<file path="src/rtl/gray_scan_display.sv">
// gray_scan_display: prescaled up/down counter with runtime Gray/binary
// output coding and parallel load, shown one digit at a time on a shared
// seven-segment bus ('0' / '1' per bit, MSB on digit 0).
// Optional build macro GRAY_SCAN_DP_EN: decimal point marks the most
// significant output bit that toggled on the last count step.
module gray_scan_display #(
  parameter int WIDTH    = 6,
  parameter int PRESCALE = 4,
  parameter int SCAN_DIV = 2
) (
  input  logic             i_clk,
  input  logic             i_rst,
  input  logic             i_en,
  input  logic             i_up,
  input  logic             i_mode,
  input  logic             i_load,
  input  logic [WIDTH-1:0] i_load_val,
  output logic [WIDTH-1:0] o_cnt,
  output logic             o_step,
  output logic [WIDTH-1:0] o_digit_sel,
  output logic [7:0]       o_seg
);

  localparam int PW = (PRESCALE > 1) ? $clog2(PRESCALE) : 1;
  localparam int SW = (SCAN_DIV > 1) ? $clog2(SCAN_DIV) : 1;
  localparam int DW = (WIDTH > 1)    ? $clog2(WIDTH)    : 1;

  localparam logic [PW-1:0] PRE_LAST   = PW'(PRESCALE - 1);
  localparam logic [SW-1:0] DWELL_LAST = SW'(SCAN_DIV - 1);
  localparam logic [DW-1:0] D_LAST     = DW'(WIDTH - 1);

  localparam logic [6:0] SEG_ZERO = 7'h3F;
  localparam logic [6:0] SEG_ONE  = 7'h06;

  logic [WIDTH-1:0] r_bin;
  logic [PW-1:0]    r_pre;
  logic [SW-1:0]    r_dwell;
  logic [DW-1:0]    r_d;

  logic             w_tick;
  logic [PW-1:0]    w_pre_next;
  logic [WIDTH-1:0] w_bin_next;
  logic [WIDTH-1:0] w_cnt_next;
  logic             w_dwell_last;
  logic [SW-1:0]    w_dwell_next;
  logic [DW-1:0]    w_d_next;
  logic [WIDTH-1:0] w_cnt_rev;
  logic [6:0]       w_seg_lo;
  logic             w_dp;

  assign w_tick = i_en && (r_pre == PRE_LAST);

  // Prescaler and binary counter next state; load overrides counting.
  always_comb begin
    w_pre_next = r_pre;
    w_bin_next = r_bin;
    if (i_load) begin
      w_pre_next = '0;
      w_bin_next = i_load_val;
    end else if (i_en) begin
      if (w_tick) begin
        w_pre_next = '0;
        w_bin_next = i_up ? (r_bin + WIDTH'(1)) : (r_bin - WIDTH'(1));
      end else begin
        w_pre_next = r_pre + PW'(1);
      end
    end
  end

  assign w_cnt_next = i_mode ? w_bin_next : (w_bin_next ^ (w_bin_next >> 1));

  // Scan position next state: dwell on each digit, then advance and wrap.
  always_comb begin
    w_dwell_last = (r_dwell == DWELL_LAST);
    w_dwell_next = w_dwell_last ? '0 : (r_dwell + SW'(1));
    w_d_next     = r_d;
    if (w_dwell_last)
      w_d_next = (r_d == D_LAST) ? '0 : (r_d + DW'(1));
  end

  // Bit-reversed view so digit index d addresses cnt bit WIDTH-1-d.
  always_comb begin
    w_cnt_rev = '0;
    for (int i = 0; i < WIDTH; i++)
      w_cnt_rev[i] = w_cnt_next[WIDTH-1-i];
  end

  assign w_seg_lo = w_cnt_rev[w_d_next] ? SEG_ONE : SEG_ZERO;

`ifdef GRAY_SCAN_DP_EN
  logic [WIDTH-1:0] r_chg;
  logic             r_mode;
  logic [WIDTH-1:0] w_toggled;
  logic [WIDTH-1:0] w_top;
  logic [WIDTH-1:0] w_chg_next;
  logic [WIDTH-1:0] w_chg_rev;

  assign w_toggled = w_cnt_next ^ o_cnt;

  // Keep only the highest toggled bit (one-hot or zero).
  always_comb begin
    w_top = '0;
    for (int i = 0; i < WIDTH; i++)
      if (w_toggled[i]) w_top = WIDTH'(1) << i;
  end

  // Changed-digit marker: cleared by load or recoding, captured on a step.
  always_comb begin
    w_chg_next = r_chg;
    if (i_load || (i_mode != r_mode))
      w_chg_next = '0;
    else if (w_tick)
      w_chg_next = w_top;
  end

  // Reverse so the marker lines up with the digit index.
  always_comb begin
    w_chg_rev = '0;
    for (int i = 0; i < WIDTH; i++)
      w_chg_rev[i] = w_chg_next[WIDTH-1-i];
  end

  assign w_dp = w_chg_rev[w_d_next];

  // Marker and last-seen mode registers.
  always_ff @(posedge i_clk) begin
    if (i_rst) begin
      r_chg  <= '0;
      r_mode <= i_mode;
    end else begin
      r_chg  <= w_chg_next;
      r_mode <= i_mode;
    end
  end
`else
  assign w_dp = 1'b0;
`endif

  // Counter state and coded outputs.
  always_ff @(posedge i_clk) begin
    if (i_rst) begin
      r_bin  <= '0;
      r_pre  <= '0;
      o_cnt  <= '0;
      o_step <= 1'b0;
    end else begin
      r_bin  <= w_bin_next;
      r_pre  <= w_pre_next;
      o_cnt  <= w_cnt_next;
      o_step <= w_tick & ~i_load;
    end
  end

  // Scan state; digit enable and segments both come from next-state d.
  always_ff @(posedge i_clk) begin
    if (i_rst) begin
      r_dwell     <= '0;
      r_d         <= '0;
      o_digit_sel <= WIDTH'(1);
      o_seg       <= {1'b0, SEG_ZERO};
    end else begin
      r_dwell     <= w_dwell_next;
      r_d         <= w_d_next;
      o_digit_sel <= WIDTH'(1) << w_d_next;
      o_seg       <= {w_dp, w_seg_lo};
    end
  end

endmodule

</file>
<file path="config.mk">
export PLATFORM = sky130hd
export DESIGN_NAME = gray_scan_display
export DESIGN_NICKNAME = d
export VERILOG_FILES = /design/src/rtl/gray_scan_display.sv
export SDC_FILE = /design/constraint.sdc
export NUM_CORES = 1
export LEC_CHECK = 0
export CAP_MARGIN = 20
export CORE_UTILIZATION = 40
export DETAILED_ROUTE_END_ITERATION = 10
export DONT_BUFFER_PORTS = 1
export HOLD_SLACK_MARGIN = 0.1
export PLACE_DENSITY_LB_ADDON = 0.3
export SLEW_MARGIN = 15
export SYNTH_ARGS = -nofsm -noshare
export SYNTH_HDL_FRONTEND = slang
export SYNTH_SLANG_ARGS = --single-unit
export TNS_END_PERCENT = 50
</file>
<file path="constraint.sdc">
create_clock -name i_clk -period 2.85 [get_ports i_clk]
set_input_delay 0.855 -clock i_clk [delete_from_list [all_inputs] [get_ports i_clk]]
set_output_delay 0.855 -clock i_clk [all_outputs]
set_load 0.01 [all_outputs]
</file>
==> results.tsv <==
stage	metric	value	unit
run_status	outcome	completed	
timing	slew_violations	0	
timing	setup_tns	0	ns
placed_design	numPortBuffers	0	
global_route	grt_util_met2	0.2692	
synthesis	syn_area	1449	um^2
cts	cts_tree	done	
die	start_util	0.4242	
synthesis	yosys_warnings	0	
cts	post_cts_buffers	0	
cts	h-tree-depth	1	
placed_design	gp_congestion	0.8055	
worst_hold_path	hold_depth	1	
critical_path	cp_cell_sequence	inv_1 > ha_1 > a21o_1 > a2111oi_0 > nor3_2 > nor2_1 > mux2i_1 > mux2i_1 > o22ai_2	
timing	hold_viol	0	
die	die_h	62.19	um
power	leakagePower	0.0005753	uW
placed_design	place_inst	201	
timing	period_minus_slack	2.468	ns
route	drt_wl_total	2.795	mm
critical_path	crit_buf_inv	1	
synthesis	yosysTopAreaCellShare	0.3454	
route	firstDrtPassIters	4	
synthesis	syn_inst	168	
cts	cts-resized-gates	0	
critical_path	cpPeakStageDelay	0.50	ns
cts	hold_buffers	0	
global_route	grt_usage	0.1478	
cts	path_clk_slew	0.13	ns
route	postRouteAntennaNets	0	
die	dieWidth	62.19	um
global_route	grt_max_degree	26	
worst_hold_path	hp-start	r_dwell$_SDFF_PP0_	
timing	worst-slew-pin-transition	0.6439	ns
synthesis	async_reset_ff_frac	0	
synthesis	synth-edff-count	0	
route	drt_iter0_markers	28	
cts	root_buffer	clkbuf_4	
critical_path	crit_arrival	2.68	ns
critical_path	regToRegEndpoint	o_seg[4]$_SDFF_PP1_	
die	io_pins	33	
layout	nNetsFinal	178	
route	wl_per_cell	13.63	um
cts	cts_buffers	3	
synthesis	synth_area_leaders	dfxtp_1, nor2_1, ha_1	
job	drv_cap	0	
critical_path	ff2ff_setup_slack	0.57	ns
timing	max-slew-margin-rel	0.5677	
synthesis	ys_types	46	
route	dr_total_vias	1095	
worst_hold_path	holdCritPathClass	flop to flop	
critical_path	cp_data_required_time	3.06	ns
synthesis	ys.flop_type	dfxtp_1	
timing	finalClockSkew	0.007795	ns
critical_path	critical_path.max_fanout	6	
power	vdd_drop_max	297.8	uV
layout	stdcell_count	205	
cts	cts.sinks	25	
critical_path	reg2reg_depth	9	
layout	post-route-util	0.4234	
power	powerDensity	462.6	nW/um^2
route	drc	0	
synthesis	yosysSeqAreaShare	0.3454	
critical_path	start_kind	input pin	
layout	stdcell_area	1446	um^2
critical_path	timing.rr.start	r_bin[0]$_SDFF_PP0_	
critical_path	cp_common_cell	mux2i_1	
global_route	grt_util_met1	0.1608	
layout	num_antenna_cells	0	
placed_design	hpwl	2.118	mm
global_route	antenna_found_initial	0	
timing	fin_crit_sh	0.8660	
timing	setup_viol	0	
synthesis	synth-seq-cells	25	
global_route	grt_pass1_wl	4.533	mm
layout	area_growth	-0.1725	%
die	die_area	3867	um^2
layout	drive_gt1_frac	0.1069	
synthesis	post-synth-top-area-cell	dfxtp_1	
global_route	grt_pass1_vias	1008	
worst_hold_path	hold_end	r_dwell$_SDFF_PP0_	
die	core.rowCount	21	
global_route	grt_overflow	0	
layout	fillers	356	
placed_design	place_area	1420	um^2
route	via_per_inst	5.341	
die	core	3416	um^2
timing	fmaxAchievable	405.1	MHz
critical_path	crit_type	input pin to flop	
critical_path	end_kind	flop	
timing	fin_ws	0.3818	ns
global_route	top_usage_layer	met2	
synthesis	syn_area_per_cell	8.624	um^2
global_route	use_met3	0.05699	
critical_path	crit_family	compound AO/OA/AOI/OAI gates	
timing	rsz0062_at_grt	false	
critical_path	cp_slowest_cell	a2111oi_0	
placed_design	dp_slack	0.04054	ns
cts	clkLatencyLatePin	0.31	ns
cts	clock_path_buffers	2	
[cells by family (layout without fill, tap and decap cells)]
family,Yosys count,after routing,share of synthesized area
xor+xnor,8,8,0.04836
buf+inv,21,10,0.08290
simple gates,65,65,0.2444
mux,7,7,0.04922
fa+ha+maj,6,6,0.05700
compound gates,34,34,0.1675
flops,25,25,0.3454
other cells,2,4,0.005183
[worst max-delay path by stage]
stage          startpoint                  end  slack, ns  cells past startpoint
2_1_floorplan        i_up  o_seg[4]$_SDFF_PP1_       0.20                      9
3_3_place_gp         i_up  o_seg[4]$_SDFF_PP1_       0.11                      9
3_5_place_dp         i_up  o_seg[4]$_SDFF_PP1_       0.04                      9
4_1_cts              i_up  o_seg[4]$_SDFF_PP1_       0.38                      9
5_1_grt              i_up  o_seg[4]$_SDFF_PP1_       0.18                      9
6_report             i_up  o_seg[4]$_SDFF_PP1_       0.38                      9
[worst reg2reg max path: stages (launching register included)]
cell and delay [ns]:
dfxtp_1 0.43, inv_1 0.08, fa_1 0.41, nor2b_1 0.24, o22ai_1 0.17, a211oi_4 0.31, nor2_1 0.11, mux2i_1 0.17
mux2i_1 0.11, o22ai_2 0.19
[flip-flops by register name, summed over array words and instances (netlist names)]
name,count
o_seg,1
o_digit_sel,6
r_d,3
r_dwell,1
r_bin,5
o_step,1
o_cnt,6
r_pre,2
[layout by cell type (no fill, tap or decap), types with 2 or more instances in the layout]
cell type / synthesis / final
dfxtp_1: 25 / 25
nor2_1: 24 / 24
nor3_1: 10 / 10
a21oi_1: 9 / 9
nor2b_1: 8 / 8
o21ai_0: 7 / 7
mux2i_1: 6 / 6
inv_1: 5 / 5
xnor2_1: 5 / 5
ha_1: 5 / 5
nand2_1: 4 / 4
a31oi_1: 4 / 4
conb_1: 2 / 4
or2_2: 3 / 3
nand2b_1: 3 / 3
xor2_1: 3 / 3
clkbuf_4: 0 / 3
a22o_1: 2 / 2
nand3_1: 2 / 2
a2111oi_0: 2 / 2
[synth_stat cells (2+ instances only)]
cell type,instances
dfxtp_1,25
a31oi_1,4
inv_1,5
clkbuf_1,4
nand2b_1,3
xnor2_1,5
or2_2,3
mux2i_1,6
a21oi_1,9
a22o_1,2
nor2_1,24
nor2b_1,8
nor3_1,10
o21ai_0,7
xor2_1,3
ha_1,5
a2111oi_0,2
buf_4,8
conb_1,2
nand2_1,4
nand3_1,2
buf_2,3
[power by group]
| part | switching [uW] | internal (uW) | total, uW |
|---|---|---|---|
| Clock | 100 | 54.7 | 155 |
| Combinational | 61.5 | 53.6 | 115 |
| Sequential | 27.4 | 372 | 399 |
[routing by layer]
| metal | share of wire | up-vias | routed length, um |
|---|---|---|---|
| li1 | - | 550 | - |
| met2 | 0.49 | 25 | 1378 |
| met1 | 0.45 | 518 | 1244 |
| met3 | 0.057 | 2 | 158 |
| met5 | 0 | - | 0 |
| met4 | 0.0047 | 0 | 13 |
[per-stage QoR]
stage               total power, uW  hold WS (ns)
floorplan                     521.8        0.4603
global placement              518.7        0.4873
detailed placement            522.2        0.4963
CTS                           677.9        0.5252
global route                  704.6        0.5607
finish                        669.0        0.5228
[layout make-up]
cell class	count	area (um^2)	share of cell area
Timing Repair Buffer	1	7.507	0.005190
Clock buffer	4	26.28	0.01817
Tap cell	46	57.56	0.03979
Sequential cell	25	500.5	0.3460
Multi-Input combinational cell	124	835.8	0.5779
Inverter	5	18.77	0.01298
Note: power is estimated with default switching activity, not from simulation.
